$ cat src/rtl/count_checker_pkg.sv
// rtl/count_checker_pkg.sv - shared types and constants for the counter-bank checker
package count_checker_pkg;

    typedef enum logic [1:0] {
        UNSYNC = 2'd0,
        TRACK  = 2'd1,
        FAULT  = 2'd2
    } chk_state_e;

    localparam int NUM_CH_DEF = 5;
    localparam int WIDTH_DEF  = 8;

    function automatic int ch_idx_w(input int n);
        int w;
        w = $clog2(n);
        return (w < 1) ? 1 : w;
    endfunction

endpackage

$ cat src/rtl/count_checker_chan.sv
// rtl/count_checker_chan.sv - per-channel reference model: FSM, expected value, mismatch
module count_checker_chan
    import count_checker_pkg::*;
#(
    parameter int WIDTH = WIDTH_DEF
) (
    input  logic             i_clock,
    input  logic             i_reset_n,
    input  logic             i_clear,
    input  logic             i_sample_valid,
    input  logic             i_chan_reset,
    input  logic [WIDTH-1:0] i_count_in,
    output logic             o_mismatch,
    output logic [WIDTH-1:0] o_golden,
    output chk_state_e       o_state
);

    chk_state_e       r_state;
    logic [WIDTH-1:0] r_exp;

    // An unsynchronised channel only checks the reset level; a free-running value is accepted as-is.
    always_comb begin
        o_mismatch = 1'b0;
        o_golden   = i_chan_reset ? '0 : r_exp;
        if (r_state == UNSYNC) begin
            o_golden   = i_chan_reset ? '0 : i_count_in;
            o_mismatch = i_sample_valid && i_chan_reset && (i_count_in != '0);
        end else begin
            o_mismatch = i_sample_valid && (i_count_in != o_golden);
        end
    end

    always_ff @(posedge i_clock or negedge i_reset_n) begin
        if (!i_reset_n) begin
            r_state <= UNSYNC;
            r_exp   <= '0;
        end else if (i_clear) begin
            r_state <= UNSYNC;
            r_exp   <= '0;
        end else if (i_sample_valid) begin
            r_exp   <= i_count_in + WIDTH'(1);
            r_state <= (o_mismatch || r_state == FAULT) ? FAULT : TRACK;
        end
    end

    assign o_state = r_state;

endmodule

$ cat config.mk
export PLATFORM = sky130hd
export DESIGN_NAME = count_checker_chan
export DESIGN_NICKNAME = d
export VERILOG_FILES = /design/src/rtl/count_checker_pkg.sv /design/src/rtl/count_checker_chan.sv
export SDC_FILE = /design/constraint.sdc
export NUM_CORES = 1
export LEC_CHECK = 0
export CELL_PAD_IN_SITES_DETAIL_PLACEMENT = 1
export CELL_PAD_IN_SITES_GLOBAL_PLACEMENT = 2
export CORE_ASPECT_RATIO = 1.5
export CORE_MARGIN = 2
export CORE_UTILIZATION = 25
export CTS_BUF_LIST = sky130_fd_sc_hd__clkbuf_16
export CTS_CLUSTER_SIZE = 16
export DETAILED_ROUTE_END_ITERATION = 8
export GPL_ROUTABILITY_DRIVEN = 0
export PLACE_DENSITY_LB_ADDON = 0.08
export SLEW_MARGIN = 20
export SYNTH_ARGS = -nofsm -noshare
export SYNTH_HDL_FRONTEND = slang
export SYNTH_SLANG_ARGS = --single-unit
$ cat constraint.sdc
create_clock -name i_clock -period 2 [get_ports i_clock]
set_input_delay 0.4 -clock i_clock [delete_from_list [all_inputs] [get_ports i_clock]]
set_output_delay 0.4 -clock i_clock [all_outputs]
set_load 0.01 [all_outputs]
==> results of run 1 <==
==> per-layer routing <==
layer,global-route usage,vias up
met4,0.06306,0
met3,0.01786,2
met5,0,-
met1,0.2020,466
met2,0.3304,15
li1,-,472
==> worst reg2reg max path, cell delays in order, from the launching register on <==
cell and delay, ns:
dfrtp_1 0.37, a221o_1 0.34, a2111oi_2 0.29, a31oi_1 0.14, buf_4 0.17, o21ba_1 0.17
==> cell type report <==
cell class / instances / area, um2
Clock buffer: 3 / 75.07
Clock inverter: 1 / 3.754
Fill cell: 398 / 1799
Inverter: 5 / 18.77
Multi-Input combinational cell: 86 / 545.5
Sequential cell: 10 / 250.2
Tap cell: 40 / 50.05
Timing Repair Buffer: 51 / 416.7
==> synthesized netlist by cell type (all sizes together) <==
cell | instances | area (um2)
nor2 | 14 | 52.55
nand2 | 17 | 63.81
a221o | 1 | 10.01
a21oi | 10 | 50.05
buf | 6 | 31.28
o21ba | 1 | 10.01
nand2b | 1 | 6.260
nor3 | 2 | 15.01
inv | 5 | 18.77
clkbuf | 3 | 11.26
xnor2 | 9 | 78.83
dfrtp | 10 | 250.2
and3 | 2 | 12.51
nand3 | 3 | 15.01
xor2 | 1 | 8.760
ha | 2 | 25.02
a41oi | 1 | 8.760
o21ai | 5 | 25.02
nor2b | 1 | 6.260
o221ai | 1 | 8.760
mux2i | 2 | 20.02
or2 | 1 | 6.260
a2111oi | 1 | 15.01
a31oi | 3 | 18.77
a211oi | 6 | 45.04
nor4bb | 2 | 20.02
==> timing repair <==
item,CTS,global route
pin swaps,3,6
hold buffers,0,0
setup endpoints to repair,9,5
buffers inserted,0,0
resized for setup,22,15
cloned,0,0
==> registers in the layout, indices dropped and copies added, names as in the netlist <==
signal / flops
o_state: 2
r_exp: 8
==> power groups by stage <==
stage | combinational (W) | sequential, W | clock (W)
floorplan | 0.000117 | 0.000234 | 0
global placement | 0.000258 | 0.000233 | 0
detailed placement | 0.000264 | 0.000233 | 0
CTS | 0.000254 | 0.000230 | 0.000378
global route | 0.000278 | 0.000233 | 0.000390
finish | 0.000252 | 0.000231 | 0.000366
==> worst max path at each step <==
| stage | cells past startpoint | endpoint | slack (ns) | from |
|---|---|---|---|---|
| after detailed placement | 6 | o_mismatch | -0.67 | i_chan_reset |
| final | 4 | o_mismatch | 0.07 | r_exp[1] |
| after floorplan | 5 | o_mismatch | 0.27 | o_state[1] |
| after global routing | 4 | o_mismatch | -0.02 | r_exp[1] |
| after CTS | 7 | o_mismatch | -0.13 | i_count_in[0] |
| after global placement | 6 | o_mismatch | -0.65 | i_chan_reset |
==> metrics by stage <==
step                      setup TNS (ns)    util  area, um2  total power, W  instances
after floorplan                        0       -      833.3       0.0003511        110
after global placement            -2.946  0.4055       1281       0.0004910        192
after detailed placement          -3.151  0.4055       1281       0.0004975        192
after CTS                        -0.1324  0.4281       1353       0.0008621        196
after global routing            -0.02238  0.4305       1360       0.0009009        196
final                                  0  0.4305       1360       0.0008482        196
==> kinds of logic (layout without fill, tap and decap cells) <==
family,Yosys count,in the layout
AOI/OAI and AO/OA,29,29
xor gates and xnor gates,10,10
adders and majority gates,2,2
buffers and inverters,14,60
DFF,10,10
muxes,2,2
and+or+nand+nor,43,43
==> impl_metrics.csv, run 1 <==
group,metric,value,unit
run_status,status,"finished clean",
clocking,cts-htree-levels,1,
placement,io_buffer_count,23,
clocking,clk_latency,0.24,ns
sta,tightest_slew,0.5399,ns
floorplan,die_h,74.71,um
power_and_ir_drop,power_switching,0.0002426,W
sta,setup_viol,0,
setup_path,crit_path_end_kind,"primary output",
global_route,grt_overflow,0,
setup_path,crit_buf_inv,1,
detailed_routing,wl_met2,1616,um
clocking,cts-root-buf,"clkbuf_16",
setup_path,cp.arrival,1.53,ns
clocking,clk_pin_slew,0.05,ns
clocking,cts.sinks,10,
sta,finClkSkew,0.007397,ns
global_route,grt_pass1_vias,1035,
clocking,cts-buffers-inserted,3,
power_and_ir_drop,p_int,0.0006056,W
yosys,seq_area_frac_synth,0.3003,
detailed_routing,detailedRoute.firstPassIterationCount,3,
layout,drive_gt1_frac,0.2821,
sta,worst_slack,0.06568,ns
detailed_routing,vias,955,
global_route,grt_usage,0.1753,
global_route,antenna_found_initial,0,
detailed_routing,via_per_inst,4.872,
setup_path,r2r_start,"r_exp[1]",
sta,whs,0.5149,ns
sta,hold_violations,0,
yosys,synth_xor_area_frac,0.1051,
setup_path,timing_worst_setup_path_type,"reg2out",
global_route,grt_first_pass_wirelength,4905,um
setup_path,worstPathMaxFanout,2,
sta,max_freq,0.5170,GHz
power_and_ir_drop,pwr-share-comb,0.297,
setup_path,max_stage_delay,0.37,ns
yosys,synthSimpleGateAreaFrac,0.2372,
setup_path,reg2reg_to,"o_state[1]",
global_route,grt_max_degree,17,
yosys,synthAdderAreaFrac,0.03003,
sta,min_period,1.934,ns
layout,antenna_cells,0,
power_and_ir_drop,power_density,623.7,nW/um2
yosys,yosys_warnings,0,
detailed_routing,drt-met1-wl,1325,um
flow_run,drv_cap,0,
detailed_routing,avgRoutedWirePerCell,15.38,um
floorplan,start_util,0.2638,
placement,dp_hpwl,2274,um
setup_path,worst_setup_path_start_kind,"register",
floorplan,rows,25,
yosys,syn_area_per_cell,7.575,um2
clocking,cts_tree,"yes",
setup_path,cpLargestDelayFamily,"compound AO/OA/AOI/OAI gates",
detailed_routing,drc,0,
setup_path,required,1.60,ns
detailed_routing,wl_met3,53,um
floorplan,design.die.area,3821,um2
power_and_ir_drop,leakage,0.6509,nW
floorplan,ios,24,
layout,syn_to_final_growth,63.21,%
setup_path,crit_chain,"a221o_1 -> a2111oi_2 -> a31oi_1 -> buf_2",
sta,period_share,0.9672,
layout,final_common_cell,"buf_4",
worst_hold_path,hp-class,"in2async",
yosys,synth-compound-area-share,0.2297,
setup_path,r2r_slack,0.42,ns
sta,rsz0062_at_grt,"yes",
yosys,muxShareOfSynthArea,0.02402,
detailed_routing,drtIter0Drc,4,
yosys,syn_nets,125,
power_and_ir_drop,power_frac_clock,0.431,
power_and_ir_drop,ir_worst_vdd,0.3892,mV
yosys,ys_seq_elements,10,
detailed_routing,highest_layer,"met4",
layout,nets,172,
yosys,syn_area,833.3,um2
setup_path,crit_slowest_cell,"dfrtp_1",
yosys,synth_cell_types,30,
yosys,syn-instance-count,110,
power_and_ir_drop,seqPwrFrac,0.272,
setup_path,ff2ff_path_depth,5,
placement,dp_slack,-0.6653,ns
layout,layout_common_cells,"28 x buf_4, 17 x nand2_1, 14 x nor2_1, 10 x a21oi_1, 10 x dfrtp_1",
floorplan,fp.coreArea,3159,um2
power_and_ir_drop,swShare,0.2860,
detailed_routing,ant_nets,0,
sta,slew_viol_final,0,
floorplan,die-width,51.14,um
sta,slew_headroom,0.6389,
detailed_routing,wl,3015,um
yosys,synth_top_family_by_area,"simple AND/OR/NAND/NOR gates",
clocking,clk_path_buf_depth,2,
No activity file was read; power rests on OpenSTA's default activity.
==> run 2, diff against run 1 <==
GPL_ROUTABILITY_DRIVEN = unset   (was 0)
==> results of run 2 <==
Same layout as run 1: the final DEF is identical, and so are final timing and power.
==> run 3, diff against run 2 <==
CORE_MARGIN = unset   (was 2)
==> run 3 against run 2 <==
Against the previous run:
- non-clock buffer count rose by 5
- worst hold slack worse by 0.0055 ns
- via count increased by 2.6%
- clock-buffer cell count stayed put
- clock skew fell by 0.0068 ns
- global-route usage rose by 0.77 points
- sequential power about the same
- critical path type unchanged
- critical endpoint unchanged
==> impl_metrics.csv, run 3 (synthesis results as in run 1) <==
group,metric,value,unit
clocking,cts-htree-levels,1,
layout,drive_gt1_frac,0.3354,
clocking,clk_latency,0.24,ns
layout,nets,177,
worst_hold_path,hp-class,"in2async",
global_route,grt_first_pass_wirelength,4857,um
clocking,clk_path_buf_depth,2,
sta,finClkSkew,0.0005797,ns
setup_path,ff2ff_path_depth,7,
power_and_ir_drop,p_total,0.0008548,W
setup_path,cp.arrival,1.59,ns
sta,slew_headroom,0.6515,
setup_path,timing_worst_setup_path_type,"reg2out",
detailed_routing,drtIter0Drc,5,
layout,final_common_cell,"buf_4",
sta,hold_violations,0,
setup_path,r2r_start,"r_exp[1]",
detailed_routing,vias,980,
layout,layout_common_cells,"33 x buf_4, 17 x nand2_1, 14 x nor2_1, 11 x dlygate4sd2_1, 10 x dfrtp_1",
floorplan,start_util,0.2638,
clocking,cts_hold_buf,0,
floorplan,die_h,72.71,um
layout,largest_reg_flops,8,
floorplan,ios,24,
setup_path,worst_setup_path_start_kind,"register",
clocking,clk_pin_slew,0.04,ns
sta,setup_tns,0,ns
clocking,cts_tree,"yes",
setup_path,crit_path_end_kind,"primary output",
layout,antenna_cells,0,
power_and_ir_drop,leakage,0.6476,nW
layout,syn_to_final_growth,67.12,%
setup_path,reg2reg_to,"o_state[1]",
clocking,cts.sinks,10,
layout,utilization,0.4408,
detailed_routing,drc,0,
setup_path,r2r_slack,0.14,ns
detailed_routing,wl,3017,um
detailed_routing,via_per_inst,4.876,
detailed_routing,detailedRoute.firstPassIterationCount,4,
clocking,cts-buffers-inserted,3,
setup_path,worstPathMaxFanout,2,
floorplan,fp.coreArea,3159,um2
setup_path,startpoint,"r_exp[1]",
layout,fin_cells,201,
sta,period_share,0.9955,
detailed_routing,avgRoutedWirePerCell,15.01,um
layout,top_register,"r_exp",
sta,rsz0062_at_grt,"yes",
flow_run,drv_cap,0,
placement,place_inst,192,
sta,slew_viol_final,0,
floorplan,die-width,49.14,um
floorplan,rows,25,
sta,min_period,1.991,ns
sta,setup_viol,0,
placement,io_buffer_count,23,
placement,place.gp.congestion,0.7937,
global_route,grt_pass1_vias,1016,
sta,whs,0.5095,ns
sta,max_freq,0.5023,GHz
global_route,grt_overflow,0,
setup_path,required,1.60,ns
sta,tightest_slew,0.5211,ns
clocking,cts-root-buf,"clkbuf_16",
detailed_routing,ant_nets,0,
floorplan,design.die.area,3573,um2
global_route,grt_max_degree,17,
placement,dp_hpwl,2250,um
global_route,antenna_found_initial,0,
power_and_ir_drop,ir_worst_vdd,0.3215,mV
global_route,grt_usage,0.1830,
power_and_ir_drop,power_density,613.8,nW/um2
run_status,status,"finished clean",
-- run 3: cell count changes in the layout (fill, tap and decap cells not counted), sizes merged --
cell           previous run  this run
buf                      29        38
dlymetal6s2s              3         0
clkdlybuf4s15             2         0
dlygate4sd2               9        11
clkbuf                    6         5
-- run 3: routing by layer --
metal / wire, um / track usage
met5: 0 / 0
met4: 70 / 0.08497
met3: 68 / 0.01875
met2: 1600 / 0.3364
met1: 1277 / 0.2087
-- run 3: area by class of cell --
class	instances	area [um2]
inverters	5	18.77
repair buffers	56	429.2
clock buffers	3	75.07
fillers	404	1767
well taps	40	50.05
clock inverters	1	3.754
flip-flops and latches	10	250.2
multi-input cells	86	565.5
-- run 3: critical path: stages, from the launching register on --
cell and delay (ns):
dfrtp_1 0.37, a221o_1 0.36, a2111oi_4 0.32, a31oi_2 0.15, buf_2 0.16
-- run 3: how the worst max path moves through the flow --
stage / end / slack [ns] / cells after the start
2_1_floorplan: o_mismatch / 0.27 / 5
3_3_place_gp: o_mismatch / -0.64 / 6
3_5_place_dp: o_mismatch / -0.76 / 6
4_1_cts: o_mismatch / -0.10 / 4
5_1_grt: o_mismatch / -0.07 / 4
6_report: o_mismatch / 0.009 / 4
-- run 3: what timing repair did --
item | CTS | global route
gates resized for setup | 33 | 13
endpoints found under the setup margin | 11 | 6
pin swaps | 4 | 3
buffers inserted | 7 | 0
cloned | 0 | 0
-- run 3: power by group --
group | switching, W | internal, W | total, W
clock network | 0.0000951 | 0.000262 | 0.000357
logic | 0.000132 | 0.000133 | 0.000265
registers | 0.0000145 | 0.000218 | 0.000232
total | 0.000242 | 0.000613 | 0.000855
-- run 3: metrics by stage --
| step | setup WS, ns | cell area (um2) |
|---|---|---|
| after floorplan | 0.2669 | 833.3 |
| after global placement | -0.6444 | 1281 |
| after detailed placement | -0.7561 | 1281 |
| after CTS | -0.1014 | 1395 |
| after global routing | -0.07402 | 1393 |
| final | 0.008983 | 1393 |
